File: config.mk
export PLATFORM = sky130hd
export DESIGN_NAME = wb_stage
export DESIGN_NICKNAME = d
export VERILOG_FILES = /design/src/rtl/wb_pkg.sv /design/src/rtl/load_align.sv /design/src/rtl/wb_stage.sv
export SDC_FILE = /design/constraint.sdc
export NUM_CORES = 1
export LEC_CHECK = 0
export CORE_MARGIN = 1.5
export CORE_UTILIZATION = 44
export CTS_CLUSTER_SIZE = 20
export DETAILED_ROUTE_END_ITERATION = 6
export HOLD_SLACK_MARGIN = 0.06
export PLACE_DENSITY = 0.87
export SETUP_SLACK_MARGIN = 0.2
export SYNTH_ARGS = -nofsm -noshare
export SYNTH_HDL_FRONTEND = slang
export SYNTH_HIERARCHICAL = 1
export SYNTH_SLANG_ARGS = --single-unit
File: constraint.sdc
create_clock -name clk -period 6.4 [get_ports clk]
set_clock_uncertainty 0.15 [all_clocks]
set_input_delay 0.64 -clock clk [delete_from_list [all_inputs] [get_ports clk]]
set_output_delay 0.64 -clock clk [all_outputs]
set_load 0.005 [all_outputs]
File: src/rtl/wb_pkg.sv
// Shared writeback-stage definitions: result-source codes, load funct3 codes, stage register layout.
// Imported by load_align and wb_stage.
package wb_pkg;

   localparam logic [1:0] WB_SEL_ALU  = 2'b00;
   localparam logic [1:0] WB_SEL_LOAD = 2'b01;
   localparam logic [1:0] WB_SEL_PC4  = 2'b10;
   localparam logic [1:0] WB_SEL_CSR  = 2'b11;

   localparam logic [2:0] LD_LB  = 3'b000;
   localparam logic [2:0] LD_LH  = 3'b001;
   localparam logic [2:0] LD_LW  = 3'b010;
   localparam logic [2:0] LD_LBU = 3'b100;
   localparam logic [2:0] LD_LHU = 3'b101;

   typedef struct packed {
      logic        valid;
      logic        rf_we;
      logic [4:0]  rd;
      logic [1:0]  wb_sel;
      logic [2:0]  funct3;
      logic [31:0] alu;
      logic [31:0] pc;
      logic [31:0] csr;
   } wb_stage_t;

endpackage

File: src/rtl/load_align.sv
// Load data extraction: picks the byte/halfword at offset and sign/zero-extends; purely combinational.
// No backpressure; unlisted funct3 codes return the full word.
module load_align
   import wb_pkg::*;
(
   input  logic [31:0] rdata,
   input  logic [1:0]  offset,
   input  logic [2:0]  funct3,
   output logic [31:0] data
);

   logic [7:0]  byte_sel;
   logic [15:0] half_sel;

   always_comb begin
      byte_sel = 8'h00;
      case (offset)
         2'd0: byte_sel = rdata[7:0];
         2'd1: byte_sel = rdata[15:8];
         2'd2: byte_sel = rdata[23:16];
         2'd3: byte_sel = rdata[31:24];
         default: byte_sel = 8'h00;
      endcase
      // Halfword accesses use offset[1] only; offset[0] is ignored.
      half_sel = offset[1] ? rdata[31:16] : rdata[15:0];
   end

   always_comb begin
      data = rdata;
      case (funct3)
         LD_LB:   data = {{24{byte_sel[7]}}, byte_sel};
         LD_LH:   data = {{16{half_sel[15]}}, half_sel};
         LD_LBU:  data = {24'h000000, byte_sel};
         LD_LHU:  data = {16'h0000, half_sel};
         default: data = rdata;
      endcase
   end

endmodule

File: src/rtl/wb_stage.sv
// Writeback stage: registers MEM results, selects RF write data, optional decode bypass (WB_BYPASS_EN); 1-cycle latency.
// Backpressure: stall holds the stage register, flush invalidates it (flush wins over stall).
module wb_stage
   import wb_pkg::*;
(
   input  logic        clk,
   input  logic        rst,
   input  logic        in_valid,
   input  logic        in_rf_we,
   input  logic [4:0]  in_rd,
   input  logic [1:0]  in_wb_sel,
   input  logic [2:0]  in_funct3,
   input  logic [31:0] in_alu,
   input  logic [31:0] in_pc,
   input  logic [31:0] in_csr,
   input  logic        stall,
   input  logic        flush,
   input  logic [31:0] dmem_rdata,
   input  logic [4:0]  ra1,
   input  logic [4:0]  ra2,
   input  logic [31:0] rf_rd1,
   input  logic [31:0] rf_rd2,
   output logic        we,
   output logic [4:0]  wa,
   output logic [31:0] wd,
   output logic        wb_valid,
   output logic [31:0] op1,
   output logic [31:0] op2
);

   wb_stage_t   st;
   logic [31:0] ld_data;

   always_ff @(posedge clk) begin
      if (rst) begin
         st <= '0;
      end else if (flush) begin
         st.valid <= 1'b0;
      end else if (!stall) begin
         st.valid  <= in_valid;
         st.rf_we  <= in_rf_we;
         st.rd     <= in_rd;
         st.wb_sel <= in_wb_sel;
         st.funct3 <= in_funct3;
         st.alu    <= in_alu;
         st.pc     <= in_pc;
         st.csr    <= in_csr;
      end
   end

   load_align u_load_align (
      .rdata  (dmem_rdata),
      .offset (st.alu[1:0]),
      .funct3 (st.funct3),
      .data   (ld_data)
   );

   assign we       = st.valid & st.rf_we & (st.rd != 5'd0);
   assign wa       = st.rd;
   assign wb_valid = st.valid;

   always_comb begin
      wd = 32'h0;
      if (st.valid) begin
         case (st.wb_sel)
            WB_SEL_ALU:  wd = st.alu;
            WB_SEL_LOAD: wd = ld_data;
            WB_SEL_PC4:  wd = st.pc + 32'd4;
            WB_SEL_CSR:  wd = st.csr;
            default:     wd = 32'h0;
         endcase
      end
   end

`ifdef WB_BYPASS_EN
   // we is already 0 for x0, so ra==0 can never match a live write.
   assign op1 = (we && (wa == ra1)) ? wd : rf_rd1;
   assign op2 = (we && (wa == ra2)) ? wd : rf_rd2;
`else
   assign op1 = rf_rd1;
   assign op2 = rf_rd2;
`endif

endmodule

==> flow_summary.ini <==
[status]
outcome = finished, final reports clean

[drt]
routed_wl_um = 20450
vias = 6257
ant_nets = 0
drt_drc_violations_left = 0
via_per_inst = 5.532
avgRoutedWirePerCell_um = 18.08
drtIter0Drc = 453
drt_first_pass_iters = 5

[power_and_ir_drop]
p_leak_uw = 0.002802
p_total_uw = 1657
ir_drop_mv = 0.1196
power_density_nw_per_um2 = 204.1

[placed_design]
dpl.hpwl_um = 14570
portBuffers = 182
gp_congestion = 0.8717
dpl_cell_area_sq_um = 7775

[floorplanning]
core_area_sq_um = 14420
rows = 44
die_w_um = 124.3
initial_core_util_pct = 44.86
die_y_um = 124.3
num_io_pins = 321
die_area_sq_um = 15440

[yosys]
synthDistinctLibCells = 48
ys_ff_latch = 108
syn_nets = 1094
syn-cell-area_sq_um = 6470
yosys_warnings = 6
avgSynthCellArea_sq_um = 7.394
synth-seq-area-share_pct = 33.42
synthCells = 875

[cts]
htreeDepth = 3
clkSinkCount = 108
cts_root_buf = clkbuf_16
cts_setup_buffers = 0
cts-resized-gates = 0
path_clk_slew_ns = 0.07
clk_path_buf_depth = 2
ctsHoldBuffers = 0
tritoncts = done
cts_made_buffers = 9
clock_latency_ns = 0.36

[final_layout]
layout-drive-gt1-share_pct = 7.294
ff_latch_area_sq_um = 2163
multi_input_area_sq_um = 3483
fillers = 1332
nNetsFinal = 1160
final_core_util_pct = 56.27
fin_area_sq_um = 8117
areaGrowthSynthToFinish_pct = 25.45

[worst_setup_path]
cp_max_fo = 17
arrival_ns = 3.48
end_kind = output port
critPathRequiredTime_ns = 5.61
crit_path_start_kind = register
critical_path_class = register to output port

[global_routing]
grt_pass1_vias = 5960
antenna_found_initial = 1
grt_max_degree = 109
grt_usage_pct = 25.99
grt-ovfl-total = 0
grt_pass1_wl_um = 31730

[timing]
period_minus_slack_ns = 4.274
finalMaxSlewViolations = 0
setup_viol = 0
whs_ns = 0.3063
timing.final.crit_share_pct = 66.79
fin_setup_tns_ns = 0
hold_viol = 0
max_slew_margin_pct = 18.97
max_freq_mhz = 234.0
tightest_slew_ns = 1.215
grt_setup_unrepaired = no

[min_path]
min_path_type = register to register

[run]
cap_violations = 0
==> cells in the mapped netlist, drive strengths merged <==
cell,instances,area [sq um]
o22ai,17,118.9
nand3,10,60.06
ha,1,12.51
clkbuf,45,168.9
mux2,12,135.1
a22o,7,61.31
a22oi,13,97.59
mux4,7,157.7
nor2,30,112.6
dfxtp,108,2162
o311a,1,10.01
o221a,3,33.78
a21oi,131,655.6
nand2b,1,6.260
and2,7,43.79
o41a,1,12.51
or3,1,6.260
and4,4,35.03
a2111oi,1,8.760
inv,10,37.54
o221ai,4,35.03
buf,87,624.3
xnor2,24,210.2
or2,2,12.51
nand3b,1,20.02
a211oi,4,30.03
clkinv,1,3.750
xor2,4,35.03
mux2i,18,180.2
nand4,4,37.53
nor3b,1,12.51
o311ai,1,8.760
a32oi,1,8.760
nor2b,5,31.28
nor3,11,100.1
o21bai,1,7.510
nor4,2,42.54
nand2,277,1040
o21ai,15,75.07
or4,2,18.77
==> state kept, by name, indices dropped and copies added (netlist names) <==
name and flops:
wb_valid 1, wa 5, st 102
==> metal layers <==
| layer | wire (um) | up-vias | part of all wire [%] | GRT usage, % |
|---|---|---|---|---|
| met1 | 8758 | 2928 | 43 | 34.11 |
| met4 | 614 | 0 | 3.0 | 9.533 |
| met5 | 0 | - | 0 | 0 |
| met3 | 1581 | 57 | 7.7 | 5.541 |
| li1 | - | 3000 | - | - |
| met2 | 9497 | 272 | 46 | 42.05 |
==> layout make-up <==
cell class	count	share of cell area, %
Tap cell	184	2.836
Timing Repair Buffer	187	22.88
Clock buffer	9	2.775
Multi-Input combinational cell	624	42.92
Sequential cell	108	26.65
Antenna cell	1	0.03083
Clock inverter	7	1.403
Inverter	11	0.5087
==> stage by stage <==
| stage | setup WS, ns | instances |
|---|---|---|
| after detailed placement | 2.231 | 1114 |
| after floorplan | 3.475 | 875 |
| final | 2.126 | 1131 |
| after CTS | 2.166 | 1130 |
| after global placement | 2.270 | 1114 |
| after global routing | 1.986 | 1131 |
==> worst paths after layout <==
kind,from,endpoint,slack (ns),depth (start not counted)
max,st[65],wd[26],2.13,9
min,st[1],st[1],0.31,2
max reg2reg,st[99],st[99],5.08,3
min reg2reg,st[1],st[1],0.31,2
==> placed cells by master, fill, tap and decap left out, types with 2 or more instances in the layout <==
| cell | count |
|---|---|
| nand4_1 | 2 |
| nand4_2 | 2 |
| o221a_2 | 3 |
| nor2_1 | 29 |
| buf_4 | 6 |
| o22ai_1 | 15 |
| and2_1 | 7 |
| nor2b_1 | 5 |
| nand3_1 | 8 |
| xor2_1 | 4 |
| a22o_1 | 7 |
| bufinv_16 | 3 |
| and4_1 | 4 |
| o21ai_0 | 15 |
| mux4_2 | 7 |
| clkdlybuf4s50_1 | 181 |
| nand3_2 | 2 |
| a21oi_1 | 131 |
| inv_1 | 10 |
| mux2_2 | 12 |
| nand2_1 | 277 |
| clkbuf_16 | 9 |
| nor4_4 | 2 |
| o221ai_1 | 4 |
| o22ai_2 | 2 |
| xnor2_1 | 24 |
| mux2i_1 | 18 |
| clkinv_2 | 3 |
| dfxtp_1 | 107 |
| a211oi_1 | 4 |
| nor3_2 | 9 |
| nor3_1 | 2 |
| a22oi_1 | 13 |
==> logic make-up (layout without fill, tap and decap cells) <==
logic type / count (synthesis) / count (layout) / share of synthesized area (%)
AOI/OAI and AO/OA: 200 / 200 / 17.98
xor gates and xnor gates: 28 / 28 / 3.790
adders and majority gates: 1 / 1 / 0.1934
buffers and inverters: 143 / 214 / 12.90
DFF: 108 / 108 / 33.42
muxes: 37 / 37 / 7.310
other: 0 / 1 / 0
and+or+nand+nor: 358 / 358 / 24.41
==> critical path, stage by stage (launching register included) <==
cell and delay, ns:
dfxtp_1 0.73, mux4_2 0.63, nand3b_4 0.15, o41a_2 0.37, nand2_1 0.11, mux2i_1 0.17, nor2_1 0.07, a21oi_1 0.28
o22ai_2 0.12, clkdlybuf4s50_1 0.48
==> power by group <==
part / internal (uW) / total, uW / switching, uW
logic: 147 / 283 / 136
registers: 703 / 729 / 26.5
clock network: 382 / 644 / 262
(Power assumes the default switching activity.)
